==> config.mk <==
export PLATFORM = sky130hd
export DESIGN_NAME = game_flow_ctrl
export DESIGN_NICKNAME = d
export VERILOG_FILES = /design/src/rtl/game_flow_ctrl.sv
export SDC_FILE = /design/constraint.sdc
export NUM_CORES = 1
export LEC_CHECK = 0
export BUFFER_PORTS_ARGS = -buffer_cell sky130_fd_sc_hd__buf_2
export CAP_MARGIN = 30
export CELL_PAD_IN_SITES_DETAIL_PLACEMENT = 1
export CELL_PAD_IN_SITES_GLOBAL_PLACEMENT = 1
export CORE_MARGIN = 3
export CORE_UTILIZATION = 44
export CTS_BUF_LIST = sky130_fd_sc_hd__clkbuf_8
export DETAILED_ROUTE_END_ITERATION = 7
export MAX_ROUTING_LAYER = met4
export PLACE_DENSITY_LB_ADDON = 0.05
export SLEW_MARGIN = 20
export SYNTH_ARGS = -nofsm -noshare
export SYNTH_HDL_FRONTEND = slang
export SYNTH_SLANG_ARGS = --single-unit
==> constraint.sdc <==
create_clock -name Clk -period 2.2 [get_ports Clk]
set_input_delay 0 -clock Clk [delete_from_list [all_inputs] [get_ports Clk]]
set_output_delay 0 -clock Clk [all_outputs]
set_load 0.1 [all_outputs]
==> src/rtl/game_flow_ctrl.sv <==
// Game-flow controller for the air-fighter game: title, N levels, lives, pause,
// timed respawn and level-clear banner, driven by edge-detected keycodes.
module game_flow_ctrl #(
   parameter int         NUM_LEVELS  = 3,
   parameter int         NUM_LIVES   = 3,
   parameter logic [7:0] START_KEY   = 8'h28,
   parameter logic [7:0] PAUSE_KEY   = 8'h13,
   parameter int         RESPAWN_CYC = 60,
   parameter int         BANNER_CYC  = 120,
   parameter int         LEVEL_W     = $clog2(NUM_LEVELS + 1)
) (
   input  logic               Clk,
   input  logic               Reset_n,
   input  logic [7:0]         keycode,
   input  logic               level_done,
   input  logic               player_hit,
   output logic [LEVEL_W-1:0] level,
   output logic [3:0]         lives,
   output logic [2:0]         state_code,
   output logic               play_en,
   output logic               level_start,
   output logic               respawn
);

   localparam int TMAX = (RESPAWN_CYC > BANNER_CYC) ? RESPAWN_CYC : BANNER_CYC;
   localparam int TW   = (TMAX < 1) ? 1 : $clog2(TMAX + 1);

   typedef enum logic [2:0] {
      S_IDLE     = 3'd0,
      S_PLAY     = 3'd1,
      S_PAUSED   = 3'd2,
      S_RESPAWN  = 3'd3,
      S_BANNER   = 3'd4,
      S_WIN      = 3'd5,
      S_GAMEOVER = 3'd6
   } state_t;

   state_t             state_q, state_d;
   logic [LEVEL_W-1:0] level_q, level_d;
   logic [3:0]         lives_q, lives_d;
   logic [TW-1:0]      timer_q, timer_d;
   logic [7:0]         key_q;
   logic               play_en_q, play_en_d;
   logic               level_start_q, level_start_d;
   logic               respawn_q, respawn_d;
   logic               start_press, pause_press;

   // A press is the first cycle the keycode matches; holding it does not repeat.
   assign start_press = (keycode == START_KEY) && (key_q != START_KEY);
   assign pause_press = (keycode == PAUSE_KEY) && (key_q != PAUSE_KEY);

   always_comb begin
      state_d       = state_q;
      level_d       = level_q;
      lives_d       = lives_q;
      timer_d       = timer_q;
      level_start_d = 1'b0;
      respawn_d     = 1'b0;
      case (state_q)
         S_IDLE: begin
            if (start_press) begin
               state_d       = S_PLAY;
               level_d       = LEVEL_W'(1);
               lives_d       = 4'(NUM_LIVES);
               level_start_d = 1'b1;
            end
         end
         S_PLAY: begin
            if (player_hit) begin
               if (lives_q <= 4'd1) begin
                  state_d = S_GAMEOVER;
                  lives_d = 4'd0;
                  level_d = '0;
               end else begin
                  state_d = S_RESPAWN;
                  lives_d = lives_q - 4'd1;
                  timer_d = TW'(RESPAWN_CYC - 1);
               end
            end else if (level_done) begin
               if (level_q >= LEVEL_W'(NUM_LEVELS)) begin
                  state_d = S_WIN;
                  level_d = '0;
               end else begin
                  state_d = S_BANNER;
                  level_d = level_q + LEVEL_W'(1);
                  timer_d = TW'(BANNER_CYC - 1);
               end
            end else if (pause_press) begin
               state_d = S_PAUSED;
            end
         end
         S_PAUSED: begin
            if (pause_press) state_d = S_PLAY;
         end
         S_RESPAWN: begin
            if (timer_q == '0) begin
               state_d   = S_PLAY;
               respawn_d = 1'b1;
            end else begin
               timer_d = timer_q - TW'(1);
            end
         end
         S_BANNER: begin
            if (timer_q == '0) begin
               state_d       = S_PLAY;
               level_start_d = 1'b1;
            end else begin
               timer_d = timer_q - TW'(1);
            end
         end
         S_WIN, S_GAMEOVER: begin
            if (start_press) begin
               state_d = S_IDLE;
               lives_d = 4'd0;
               level_d = '0;
            end
         end
         default: begin
            state_d = S_IDLE;
            level_d = '0;
            lives_d = 4'd0;
            timer_d = '0;
         end
      endcase
      play_en_d = (state_d == S_PLAY);
   end

   always_ff @(posedge Clk or negedge Reset_n) begin
      if (!Reset_n) begin
         state_q       <= S_IDLE;
         level_q       <= '0;
         lives_q       <= 4'd0;
         timer_q       <= '0;
         key_q         <= 8'h00;
         play_en_q     <= 1'b0;
         level_start_q <= 1'b0;
         respawn_q     <= 1'b0;
      end else begin
         state_q       <= state_d;
         level_q       <= level_d;
         lives_q       <= lives_d;
         timer_q       <= timer_d;
         key_q         <= keycode;
         play_en_q     <= play_en_d;
         level_start_q <= level_start_d;
         respawn_q     <= respawn_d;
      end
   end

   assign level       = level_q;
   assign lives       = lives_q;
   assign state_code  = state_q;
   assign play_en     = play_en_q;
   assign level_start = level_start_q;
   assign respawn     = respawn_q;

endmodule

* After elaboration in Yosys (flattened, before gate mapping) *
Cells that the tools add are included.

cells by class
  $add $sub $neg = 3
  multipliers = 0
  divide/modulo/power cells = 0
  $lt $le $gt $ge = 2
  eq/ne operators = 19
  shifts and indexed selects = 0
  muxes and demuxes = 32
  bitwise operators = 2
  reductions and logical operators = 11

operators by type and width
  cell                                                                              count
  7-bit two-way mux                                                                 5
  3-bit two-way mux                                                                 8
  7-bit case mux with 3 select lines                                                1
  4-bit two-way mux                                                                 4
  4-bit case mux with 4 select lines                                                1
  3-bit case mux with 5 select lines                                                1
  2-bit two-way mux                                                                 6
  3-bit != test, second input constant                                              4
  5-bit AND reduction                                                               2
  3-bit == test, second input constant                                              3
  8-bit by 5-bit == test with 1-bit output, second input constant                   1
  8-bit by 6-bit == test with 1-bit output, second input constant                   1
  2-bit != test, second input constant                                              4
  8-bit by 5-bit != test with 1-bit output, second input constant                   1
  8-bit by 6-bit != test with 1-bit output, second input constant                   1
  2-bit case mux with 4 select lines                                                1
  7-bit logical NOT                                                                 1
  7-bit by 1-bit subtractor with 7-bit output, second input constant                1
  3-bit by 1-bit == test with 1-bit output, second input constant                   2
  3-bit by 2-bit == test with 1-bit output, second input constant                   2
  4-bit by 1-bit less-or-equal comparator with 1-bit output, second input constant  1
  1-bit two-way mux                                                                 4
  4-bit AND reduction                                                               1
  2-bit OR reduction                                                                2
  other kinds (9)                                                                   11

storage, ports and cells
  bits in registers = 27
  latch bits = 0
  RAM bits = 0
  memory bits (read-only) = 0
  bits of input ports = 12
  output and inout bits = 12
  word-level logic and storage cells = 77
  memories kept = 0

* Longest topological paths before layout *
Gate-level depths: netlist of the first run.

  depth in word-level cells = 7
  depth in mapped cells = 9
  depth with buffers taken out = 8

* Worst setup path before layout of the first run *
Ideal clock, no wire load.

  path type = reg2reg
  start = register lives_q[0], in the netlist lives[0]
  end = register timer_q[5]
  setup time = 123 ps
  arrival time = 2344 ps
  data required time = 2077 ps
  slack = -268 ps
  stages on the path, launching flop included = 10
  buffers on the path = 1
  period minus slack after synthesis = 2468 ps
  path through = dfrtp_1 inv_1 ha_1 nor2_1 o31ai_1 o311a_1 a311o_1 buf_2 o21ai_1 o21ai_1

between the ends
  longest elaborated chain between the ends = 3

RTL lines
  item                                                       RTL line  RTL
  from (decl)                                                40        logic [3:0] lives_q, lives_d;
  from (signal assigned)                                     141       lives_q <= lives_d;
  4-bit by 1-bit less-or-equal comparator with 1-bit output  70        if (lives_q <= 4'd1) begin
  3-bit != test (no source line)                             -
  5-bit AND reduction (no source line)                       -
  to (signal assigned)                                       142       timer_q <= timer_d;
  to (decl)                                                  41        logic [TW-1:0] timer_q, timer_d;

Every way passes these cells.
A chain may end at the register's enable or synchronous reset.

* Worst setup path after layout of the first run *
  start = input keycode[6]
  end = register play_en_q, in the netlist play_en

between the ends
  longest elaborated chain between the ends = 7
  elaborated cells between the ends (all ways) = 12
  those cells by class = eq/ne (3); mux (7); reduce/logical (2)

RTL lines
  item                                        RTL line  RTL
  from (decl)                                 14        input logic [7:0] keycode,
  8-bit by 5-bit == test with 1-bit output    50        assign pause_press = (keycode == PAUSE_KEY) && (key_q != PAUSE_KEY);
  1-bit logical AND                           50
  3-bit two-way mux                           88        end else if (pause_press) begin
  3-bit two-way mux                           79        end else if (level_done) begin
  3-bit two-way mux                           69        if (player_hit) begin
  3-bit case mux with 5 select lines *        59        case (state_q)
  named net state_d[1]                        38        state_t state_q, state_d;
  3-bit by 1-bit == test with 1-bit output *  125       play_en_d = (state_d == S_PLAY);
  named net play_en_d                         43        logic play_en_q, play_en_d;
  to (signal assigned)                        144       play_en_q <= play_en_d;
  to (decl)                                   43

Mark *: on every way through the listed nets, which the timed path passes. The rest lies on a longest branch.

==> results.py, run 1 <==
metrics = {
    "run_status": {
        "status": "completed",
    },
    "critical_path": {
        "cp_data_arrival_time_ns": 2.29,
        "crit_slowest_cell": "dlygate4sd3_1",
        "r2r_cells": 9,
        "cp_top_family": "simple AND/OR/NAND/NOR gates",
        "end_kind": "register",
        "cp_cell_sequence": "dlygate4sd3_1 -> buf_2 -> or4_1 -> a211oi_2 -> mux2_2 -> or3_4 -> nor3b_2",
        "required_ns": 2.41,
        "crit_buf_inv": 2,
        "r2r_end": "timer_q[0]",
        "r2r_setup_slack_ns": 0.16,
        "critPathLaunchType": "input port",
        "timing.rr.start": "timer_q[0]",
        "slowest_delay_ns": 0.53,
        "path_class": "input port to register",
        "path_max_fanout": 3,
    },
    "cells_and_area": {
        "drive_above_1_share_pct": 24.88,
        "final_common_cell": "buf_2",
        "instances_no_fill": 249,
        "area_delta_synth_final_pct": 22.21,
        "utilization_pct": 59.10,
        "num-fill-cells": 385,
        "layout_common_cells": "23 x buf_2, 21 x dfrtp_1, 17 x o21ai_0",
        "n_antenna_cell": 0,
        "nNetsFinal": 223,
        "multi_input_area_um2": 809.5,
        "register_area_um2": 683.2,
    },
    "detailed_routing": {
        "final_antenna_net_count": 0,
        "route.detailed.drc": 0,
        "routed_wl_um": 4207,
        "firstDrtPassIters": 4,
        "drtIter0Drc": 67,
        "vias_per_cell": 5.723,
        "vias": 1425,
        "wl_per_cell_um": 16.90,
    },
    "clock_tree": {
        "clock_sinks": 27,
        "numCtsBuffers": 3,
        "clock_latency_ns": 0.28,
        "cts_max_path_buffers": 2,
        "cts_tree": "yes",
        "clkTransAtPathRegs_ns": 0.10,
        "root_buffer": "clkbuf_8",
        "htree_levels": 1,
    },
    "flow_run": {
        "maxCapViolations": 0,
    },
    "sta": {
        "period_share_pct": 94.31,
        "tns_ns": 0,
        "slew_violations": 0,
        "finalSetupViolations": 0,
        "setup_ws_ns": 0.1251,
        "finClkSkew_ns": 0.006864,
        "fmax_mhz": 482.0,
        "max-slew-margin-rel_pct": 55.69,
        "rsz0062_at_grt": "no",
        "finalCriticalPeriod_ns": 2.075,
        "worst_pin_slew_ns": 0.6577,
        "hold_viol": 0,
    },
    "global_route": {
        "antenna_found_initial": 0,
        "overflow": 0,
        "grt_max_degree": 28,
        "grt_pass1_vias": 1545,
        "grt_pass1_wl_um": 7389,
        "grt_usage_pct": 23.03,
    },
    "die": {
        "core_area_um2": 3203,
        "design.portCount": 24,
        "core.rowCount": 20,
        "start_util_pct": 48.36,
        "die_h_um": 65.34,
        "die_w_um": 65.34,
        "die_area_um2": 4269,
    },
    "worst_hold_path": {
        "hold_path.class": "input port to register",
        "hold_path.startpoint": "player_hit",
        "hold_path_depth": 3,
        "min_to": "timer_q[3]",
    },
    "logic_synthesis": {
        "synth_cells": 169,
        "synthesis.nets": 186,
        "ys_warn_count": 0,
        "synthDistinctLibCells": 55,
        "avgSynthCellArea_um2": 9.166,
        "async_reset_ff_share_pct": 100.0,
        "synth_edf_count": 0,
        "syn_area_um2": 1549,
        "ys_ff_latch": 27,
        "seq_area_frac_synth_pct": 43.62,
        "ys.flop_type": "dfrtp_1",
    },
    "pwr": {
        "leakage_nw": 0.8687,
        "ir_drop_uv": 570.8,
        "p_per_area_nw_per_um2": 1550,
    },
    "placement": {
        "gp_congestion": 0.8180,
        "place_ws_ns": 0.07684,
        "port_buffers": 23,
        "dp.cells": 235,
        "dp_hpwl_um": 3114,
    },
}
## per-layer routing
metal  up-vias  track usage [%]  wire length (um)
met4         0            7.513                55
met5         -                -                 0
met2        32            40.20              2203
met3         5            2.906               140
li1        687                -                 -
met1       701            27.58              1808
## cell type report
type / instances / share of cell area (%)
multi-input cells: 127 / 42.76
flip-flops and latches: 27 / 36.09
repair buffers: 39 / 14.28
well taps: 44 / 2.908
clock buffers: 3 / 2.181
inverters: 8 / 1.586
clock inverters: 1 / 0.1983
## worst reg2reg max path: cells and delay by family (launching register included)
kind | cells | cell delay, ns
adders and majority gates | 1 | 0.20
DFF | 1 | 0.36
buffers and inverters | 2 | 0.24
and+or+nand+nor | 2 | 0.24
AOI/OAI and AO/OA | 4 | 0.88
## kinds of logic after synthesis
| logic type | count (synthesis) | synth area share (%) |
|---|---|---|
| adder cells (fa/ha/maj) | 5 | 4.039 |
| AND/OR/NAND/NOR | 63 | 23.02 |
| AO/OA/AOI/OAI | 56 | 22.46 |
| buffers and inverters | 15 | 4.846 |
| multiplexers | 3 | 2.019 |
| flip-flops | 27 | 43.62 |
## cell usage after synthesis, types with 2 or more instances
| cell | count | area [um2] |
|---|---|---|
| and3_1 | 2 | 12.51 |
| buf_4 | 2 | 15.01 |
| nor3_1 | 8 | 40.04 |
| nand2_1 | 9 | 33.78 |
| a211oi_1 | 2 | 15.01 |
| o21ai_0 | 17 | 85.08 |
| a31oi_1 | 2 | 12.51 |
| o21ai_1 | 5 | 25.02 |
| inv_1 | 8 | 30.03 |
| a21oi_1 | 13 | 65.06 |
| ha_1 | 5 | 62.56 |
| nor2b_1 | 3 | 18.77 |
| dfrtp_1 | 27 | 675.7 |
| nand3_1 | 4 | 20.02 |
| mux2i_1 | 2 | 20.02 |
| buf_2 | 3 | 15.01 |
| and2_1 | 2 | 12.51 |
| nand2b_1 | 2 | 12.51 |
| a22oi_1 | 2 | 15.01 |
| nor2_1 | 16 | 60.06 |
## registers in the layout, indices dropped and copies added (netlist names)
name / count
state_code: 3
timer_q: 7
key_q: 8
level: 2
level_start: 1
lives: 4
respawn: 1
play_en: 1
## where the power goes
part / internal [mW] / total, mW / switching (mW) / leakage [nW]
sequential: 0.652 / 0.825 / 0.174 / 0.334
clock: 0.126 / 0.286 / 0.160 / 0.0269
combinational: 0.542 / 1.82 / 1.28 / 0.508
## worst max path at each step
| stage | startpoint | to | slack (ns) | cells past startpoint |
|---|---|---|---|---|
| after floorplan | lives[0] | timer_q[5] | 0.04 | 9 |
| after global placement | keycode[2] | play_en | 0.21 | 6 |
| after detailed placement | lives[1] | timer_q[3] | 0.08 | 8 |
| after CTS | keycode[6] | play_en | 0.04 | 7 |
| after global routing | timer_q[0] | timer_q[0] | 0.009 | 9 |
| final | keycode[6] | play_en | 0.13 | 7 |
## per-stage QoR
step / total power [mW] / cell area, um2 / hold slack [ns]
floorplan: 2.165 / 1556 / -0.2956
detailed placement: 2.581 / 1727 / 0.04063
CTS: 2.883 / 1862 / 0.1503
global placement: 2.481 / 1727 / 0.02705
global route: 3.159 / 1893 / 0.1919
finish: 2.935 / 1893 / 0.1682
## repair_timing
action	CTS	global route
resized for setup	0	3
setup buffers	0	1
endpoints found under the hold margin	35	0
hold buffers	9	0
setup endpoints to repair	0	8
(Power assumes the default switching activity.)
==> run 2: changes to the inputs <==
--- a/config.mk
+++ b/config.mk
@@ -16,4 +16,5 @@
 export MAX_ROUTING_LAYER = met4
 export PLACE_DENSITY_LB_ADDON = 0.05
+export RECOVER_POWER = 100
 export SLEW_MARGIN = 20
 export SYNTH_ARGS = -nofsm -noshare
==> constraint.sdc (replaced) <==
create_clock -name Clk -period 2.2 [get_ports Clk]
set_input_delay 0.44 -clock Clk [delete_from_list [all_inputs] [get_ports Clk]]
set_output_delay 0.44 -clock Clk [all_outputs]
set_load 0.1 [all_outputs]
==> results.py, run 2 (synthesized netlist as in run 1, its figures left out) <==
metrics = {
    "run_status": {
        "status": "completed",
    },
    "critical_path": {
        "r2r_end": "level[1]",
        "required_ns": 2.41,
        "crit_end": "level[1]",
        "startpoint": "key_q[2]",
        "path_class": "register to register",
        "r2r_cells": 6,
        "r2r_setup_slack_ns": 0.13,
        "end_kind": "register",
        "path_max_fanout": 3,
        "timing.rr.start": "key_q[2]",
        "cp_data_arrival_time_ns": 2.29,
        "critPathLaunchType": "register",
    },
    "detailed_routing": {
        "final_antenna_net_count": 0,
        "dr_wl_met3_um": 115,
        "wirelength_met1_um": 1805,
        "drtIter0Drc": 96,
        "wl_per_cell_um": 17.25,
        "vias_per_cell": 5.783,
        "top_layer_used": "met4",
        "vias": 1388,
        "routed_wl_um": 4139,
        "route.detailed.drc": 0,
        "firstDrtPassIters": 4,
        "met2WireLength_um": 2171,
    },
    "cells_and_area": {
        "n_antenna_cell": 0,
        "utilization_pct": 55.59,
        "num-fill-cells": 402,
        "layout_common_cells": "21 x dfrtp_1, 17 x o21ai_0, 15 x nor2_1",
        "design_area_um2": 1780,
        "regMostFlops": "key_q",
        "nNetsFinal": 214,
        "largest_reg_flops": 8,
        "area_delta_synth_final_pct": 14.94,
        "drive_above_1_share_pct": 21.94,
        "final_common_cell": "dfrtp_1",
    },
    "sta": {
        "hold_viol": 0,
        "period_share_pct": 94.26,
        "slew_violations": 0,
        "fmax_mhz": 482.2,
        "fin_hold_ws_ns": 0.2889,
        "finalSetupViolations": 0,
        "finClkSkew_ns": 0.002932,
        "finalCriticalPeriod_ns": 2.074,
        "max-slew-margin-rel_pct": 4.177,
        "worst_pin_slew_ns": 1.437,
        "rsz0062_at_grt": "no",
    },
    "placement": {
        "gp_congestion": 0.8071,
        "placed_cell_area_um2": 1732,
        "dp_hpwl_um": 3170,
        "port_buffers": 23,
    },
    "flow_run": {
        "maxCapViolations": 0,
    },
    "pwr": {
        "p_per_area_nw_per_um2": 1601,
        "pwr-share-seq_pct": 29.5,
        "intPower_mw": 1.234,
        "p_clk_share_pct": 9.8,
        "leakage_nw": 0.7883,
        "ir_drop_uv": 1054,
        "p_switching_mw": 1.617,
        "comb_power_share_pct": 60.7,
        "finalPower_mw": 2.851,
        "switching_share_pct": 56.71,
    },
    "global_route": {
        "antenna_found_initial": 0,
        "grt_max_degree": 28,
        "grt_pass1_vias": 1454,
        "grt_pass1_wl_um": 6886,
        "grt_usage_pct": 21.41,
        "overflow": 0,
    },
    "die": {
        "core_area_um2": 3203,
        "core.rowCount": 20,
        "start_util_pct": 48.36,
        "die_area_um2": 4269,
        "die_h_um": 65.34,
        "design.portCount": 24,
        "die_w_um": 65.34,
    },
    "clock_tree": {
        "clkTransAtPathRegs_ns": 0.09,
        "numCtsBuffers": 3,
        "cts_tree": "yes",
        "root_buffer": "clkbuf_8",
        "htree_levels": 1,
        "clock_latency_ns": 0.27,
        "clock_sinks": 27,
        "cts_max_path_buffers": 2,
    },
    "worst_hold_path": {
        "hold_path.startpoint": "keycode[5]",
        "hold_path.class": "input port to register",
    },
}
-- run 2: per-layer routing --
| layer | track usage [%] | vias up |
|---|---|---|
| met5 | - | - |
| met4 | 5.699 | 0 |
| met3 | 2.564 | 6 |
| met2 | 37.93 | 26 |
| met1 | 25.76 | 685 |
| li1 | - | 671 |
-- run 2: critical path, cell delays in order, from the launching register on --
cell	delay (ns)
dfrtp_1	0.40
or3_1	0.39
or4_4	0.43
a21oi_1	0.29
o21ai_1	0.19
a21boi_0	0.21
a41o_1	0.11
-- run 2: worst min-delay path by stage --
| stage | endpoint | slack, ns | cells after the start |
|---|---|---|---|
| 6_report | key_q[5] | 0.29 | 1 |
| 2_1_floorplan | key_q[0] | 0.14 | 0 |
| 4_1_cts | timer_q[5] | 0.18 | 1 |
| 3_3_place_gp | lives[3] | 0.47 | 1 |
| 3_5_place_dp | lives[3] | 0.48 | 1 |
| 5_1_grt | key_q[5] | 0.28 | 1 |
-- run 2: metrics by stage --
step	instances	TNS (ns)	setup slack, ns
after floorplan	169	0	0.03583
final	240	0	0.1263
after global placement	235	-0.06993	-0.06993
after CTS	239	0	0.1120
after global routing	240	0	0.007896
after detailed placement	235	-0.2140	-0.1501
-- run 2: area by class of cell --
| type | instances | area, um2 | area share [%] |
|---|---|---|---|
| Timing Repair Buffer | 30 | 152.6 | 8.573 |
| Tap cell | 44 | 55.05 | 3.092 |
| Clock buffer | 3 | 41.29 | 2.319 |
| Inverter | 8 | 30.03 | 1.687 |
| Sequential cell | 27 | 683.2 | 38.37 |
| Clock inverter | 1 | 5.005 | 0.2811 |
| Multi-Input combinational cell | 127 | 813.3 | 45.68 |
-- run 2: what timing repair did --
action                                  4_1_cts  5_1_grt
endpoints found under the setup margin        1        6
hold buffers                                  0        0
setup buffers                                 0        1
gates resized for setup                       1        4
pin swaps                                     0        1
-- run 2: power by group through the flow --
| stage | Clock, mW | Combinational [mW] | Sequential [mW] |
|---|---|---|---|
| after floorplan | 0 | 0.828 | 1.34 |
| after global placement | 0 | 1.61 | 0.823 |
| after detailed placement | 0 | 1.68 | 0.844 |
| after CTS | 0.286 | 1.70 | 0.834 |
| after global routing | 0.308 | 1.87 | 0.871 |
| final | 0.280 | 1.73 | 0.842 |
==> run 3: changes to the inputs <==
Settings changed: CORE_UTILIZATION 44 to 32.
Clock period 2.2 ns to 2.25 ns, I/O delays scaled along.
==> results.py, run 3 (synthesized netlist as in run 1, its figures left out) <==
metrics = {
    "cells_and_area": {
        "regMostFlops": "key_q",
        "area_delta_synth_final_pct": 14.38,
        "utilization_pct": 39.33,
        "final_common_cell": "dfrtp_1",
        "num-fill-cells": 555,
        "drive_above_1_share_pct": 16.58,
        "layout_common_cells": "23 x dfrtp_1, 18 x o21ai_0, 16 x nor2_1",
        "design_area_um2": 1772,
        "largest_reg_flops": 8,
        "nNetsFinal": 217,
        "n_antenna_cell": 0,
    },
    "pwr": {
        "p_clk_share_pct": 10.1,
        "intPower_mw": 1.221,
        "comb_power_share_pct": 62.3,
        "ir_drop_uv": 813.8,
        "pwr-share-seq_pct": 27.5,
        "p_switching_mw": 1.547,
        "p_per_area_nw_per_um2": 1563,
        "leakage_nw": 0.7900,
        "finalPower_mw": 2.768,
        "switching_share_pct": 55.89,
    },
    "clock_tree": {
        "numCtsBuffers": 3,
        "cts-resized-gates": 0,
        "cts_tree": "yes",
        "clock_latency_ns": 0.27,
        "cts_max_path_buffers": 2,
        "clock_sinks": 27,
        "hold_buffers": 0,
        "clkTransAtPathRegs_ns": 0.10,
        "root_buffer": "clkbuf_8",
        "htree_levels": 1,
        "post_cts_buffers": 0,
    },
    "critical_path": {
        "required_ns": 2.45,
        "slowest_delay_ns": 0.52,
        "cp_data_arrival_time_ns": 2.34,
        "cp_top_family": "simple AND/OR/NAND/NOR gates",
        "path_max_fanout": 2,
        "path_class": "input port to register",
        "end_kind": "register",
        "crit_buf_inv": 1,
        "critPathLaunchType": "input port",
        "crit_slowest_cell": "or4_1",
        "cp_cell_sequence": "buf_2 -> or4_1 -> a211oi_1 -> mux2_2 -> or3_1 -> nor3b_2",
    },
    "die": {
        "core_area_um2": 4504,
        "design.portCount": 24,
        "core.rowCount": 24,
        "die_h_um": 75.58,
        "die_area_um2": 5712,
        "die_w_um": 75.58,
        "start_util_pct": 34.39,
    },
    "global_route": {
        "grt_usage_pct": 16.67,
        "overflow": 0,
        "grt_pass1_vias": 1503,
        "antenna_found_initial": 0,
        "grt_max_degree": 28,
        "grt_pass1_wl_um": 7100,
    },
    "placement": {
        "placed_cell_area_um2": 1764,
        "place_ws_ns": -0.1803,
        "dp_hpwl_um": 3239,
        "gp_congestion": 0.8597,
        "port_buffers": 23,
    },
    "detailed_routing": {
        "vias_per_cell": 5.426,
        "wl_per_cell_um": 16.47,
        "drtIter0Drc": 51,
        "firstDrtPassIters": 4,
        "final_antenna_net_count": 0,
        "vias": 1362,
        "routed_wl_um": 4133,
        "route.detailed.drc": 0,
    },
    "sta": {
        "finClkSkew_ns": 0.002576,
        "tns_ns": 0,
        "rsz0062_at_grt": "no",
        "worst_pin_slew_ns": 1.487,
        "finalSetupViolations": 0,
        "finalCriticalPeriod_ns": 2.147,
        "period_share_pct": 95.41,
        "max-slew-margin-rel_pct": 0.8605,
        "slew_violations": 0,
        "hold_viol": 0,
        "fmax_mhz": 465.8,
        "setup_ws_ns": 0.1032,
    },
    "worst_hold_path": {
        "hold_path.class": "input port to register",
    },
    "run_status": {
        "status": "completed",
    },
    "flow_run": {
        "maxCapViolations": 0,
    },
}
[run 3: changes by cell type in the layout (fill, tap and decap cells not counted), moves of 2 or more]
cell | previous run | this run
a211oi_1 | 0 | 3
a211oi_2 | 3 | 0
buf_4 | 4 | 7
clkbuf_1 | 10 | 13
buf_2 | 6 | 4
dfrtp_1 | 21 | 23
dfrtp_2 | 6 | 4
[run 3: cell type report]
class,instances,area [um2],share of cell area [%]
Tap cell,52,65.06,3.672
Sequential cell,27,680.7,38.42
Timing Repair Buffer,33,168.9,9.534
Clock inverter,1,5.005,0.2825
Clock buffer,3,41.29,2.331
Inverter,8,30.03,1.695
Multi-Input combinational cell,127,780.7,44.07
[run 3: worst reg2reg max path: cells and delay by family, from the launching register on]
kind | cells | cell delay, ns
and+or+nand+nor | 3 | 0.91
AOI/OAI and AO/OA | 3 | 0.47
DFF | 1 | 0.39
buffers and inverters | 1 | 0.16
[run 3: path summary, 6_finish.rpt]
path | startpoint | end | slack (ns) | depth (start not counted)
worst max-delay path | keycode[2] | play_en | 0.10 | 6
max in group asynchronous | Reset_n | lives[0] | 0.76 | 1
worst max register to register | key_q[2] | lives[1] | 0.19 | 7
worst min-delay path | keycode[6] | key_q[6] | 0.31 | 1
worst min register to register | lives[3] | lives[3] | 0.52 | 1
min in group asynchronous | Reset_n | level[0] | 0.51 | 1
[run 3: stage by stage]
step / instances / hold slack (ns)
global placement: 247 / 0.4948
floorplan: 169 / 0.1544
CTS: 251 / 0.2046
global route: 251 / 0.3035
finish: 251 / 0.3067
detailed placement: 247 / 0.5092
[run 3: layer usage]
layer  share of wire [%]  GRT usage (%)
met1                  48          21.01
met2                  48          27.42
met3                 2.9          3.034
met4                0.60          4.660
met5                   0              -
[run 3: power groups by stage]
stage	sequential, mW	combinational (mW)	clock, mW
global placement	0.761	1.72	0
finish	0.762	1.73	0.281
detailed placement	0.773	1.77	0
CTS	0.763	1.78	0.292
floorplan	1.30	0.809	0
global route	0.791	1.91	0.309
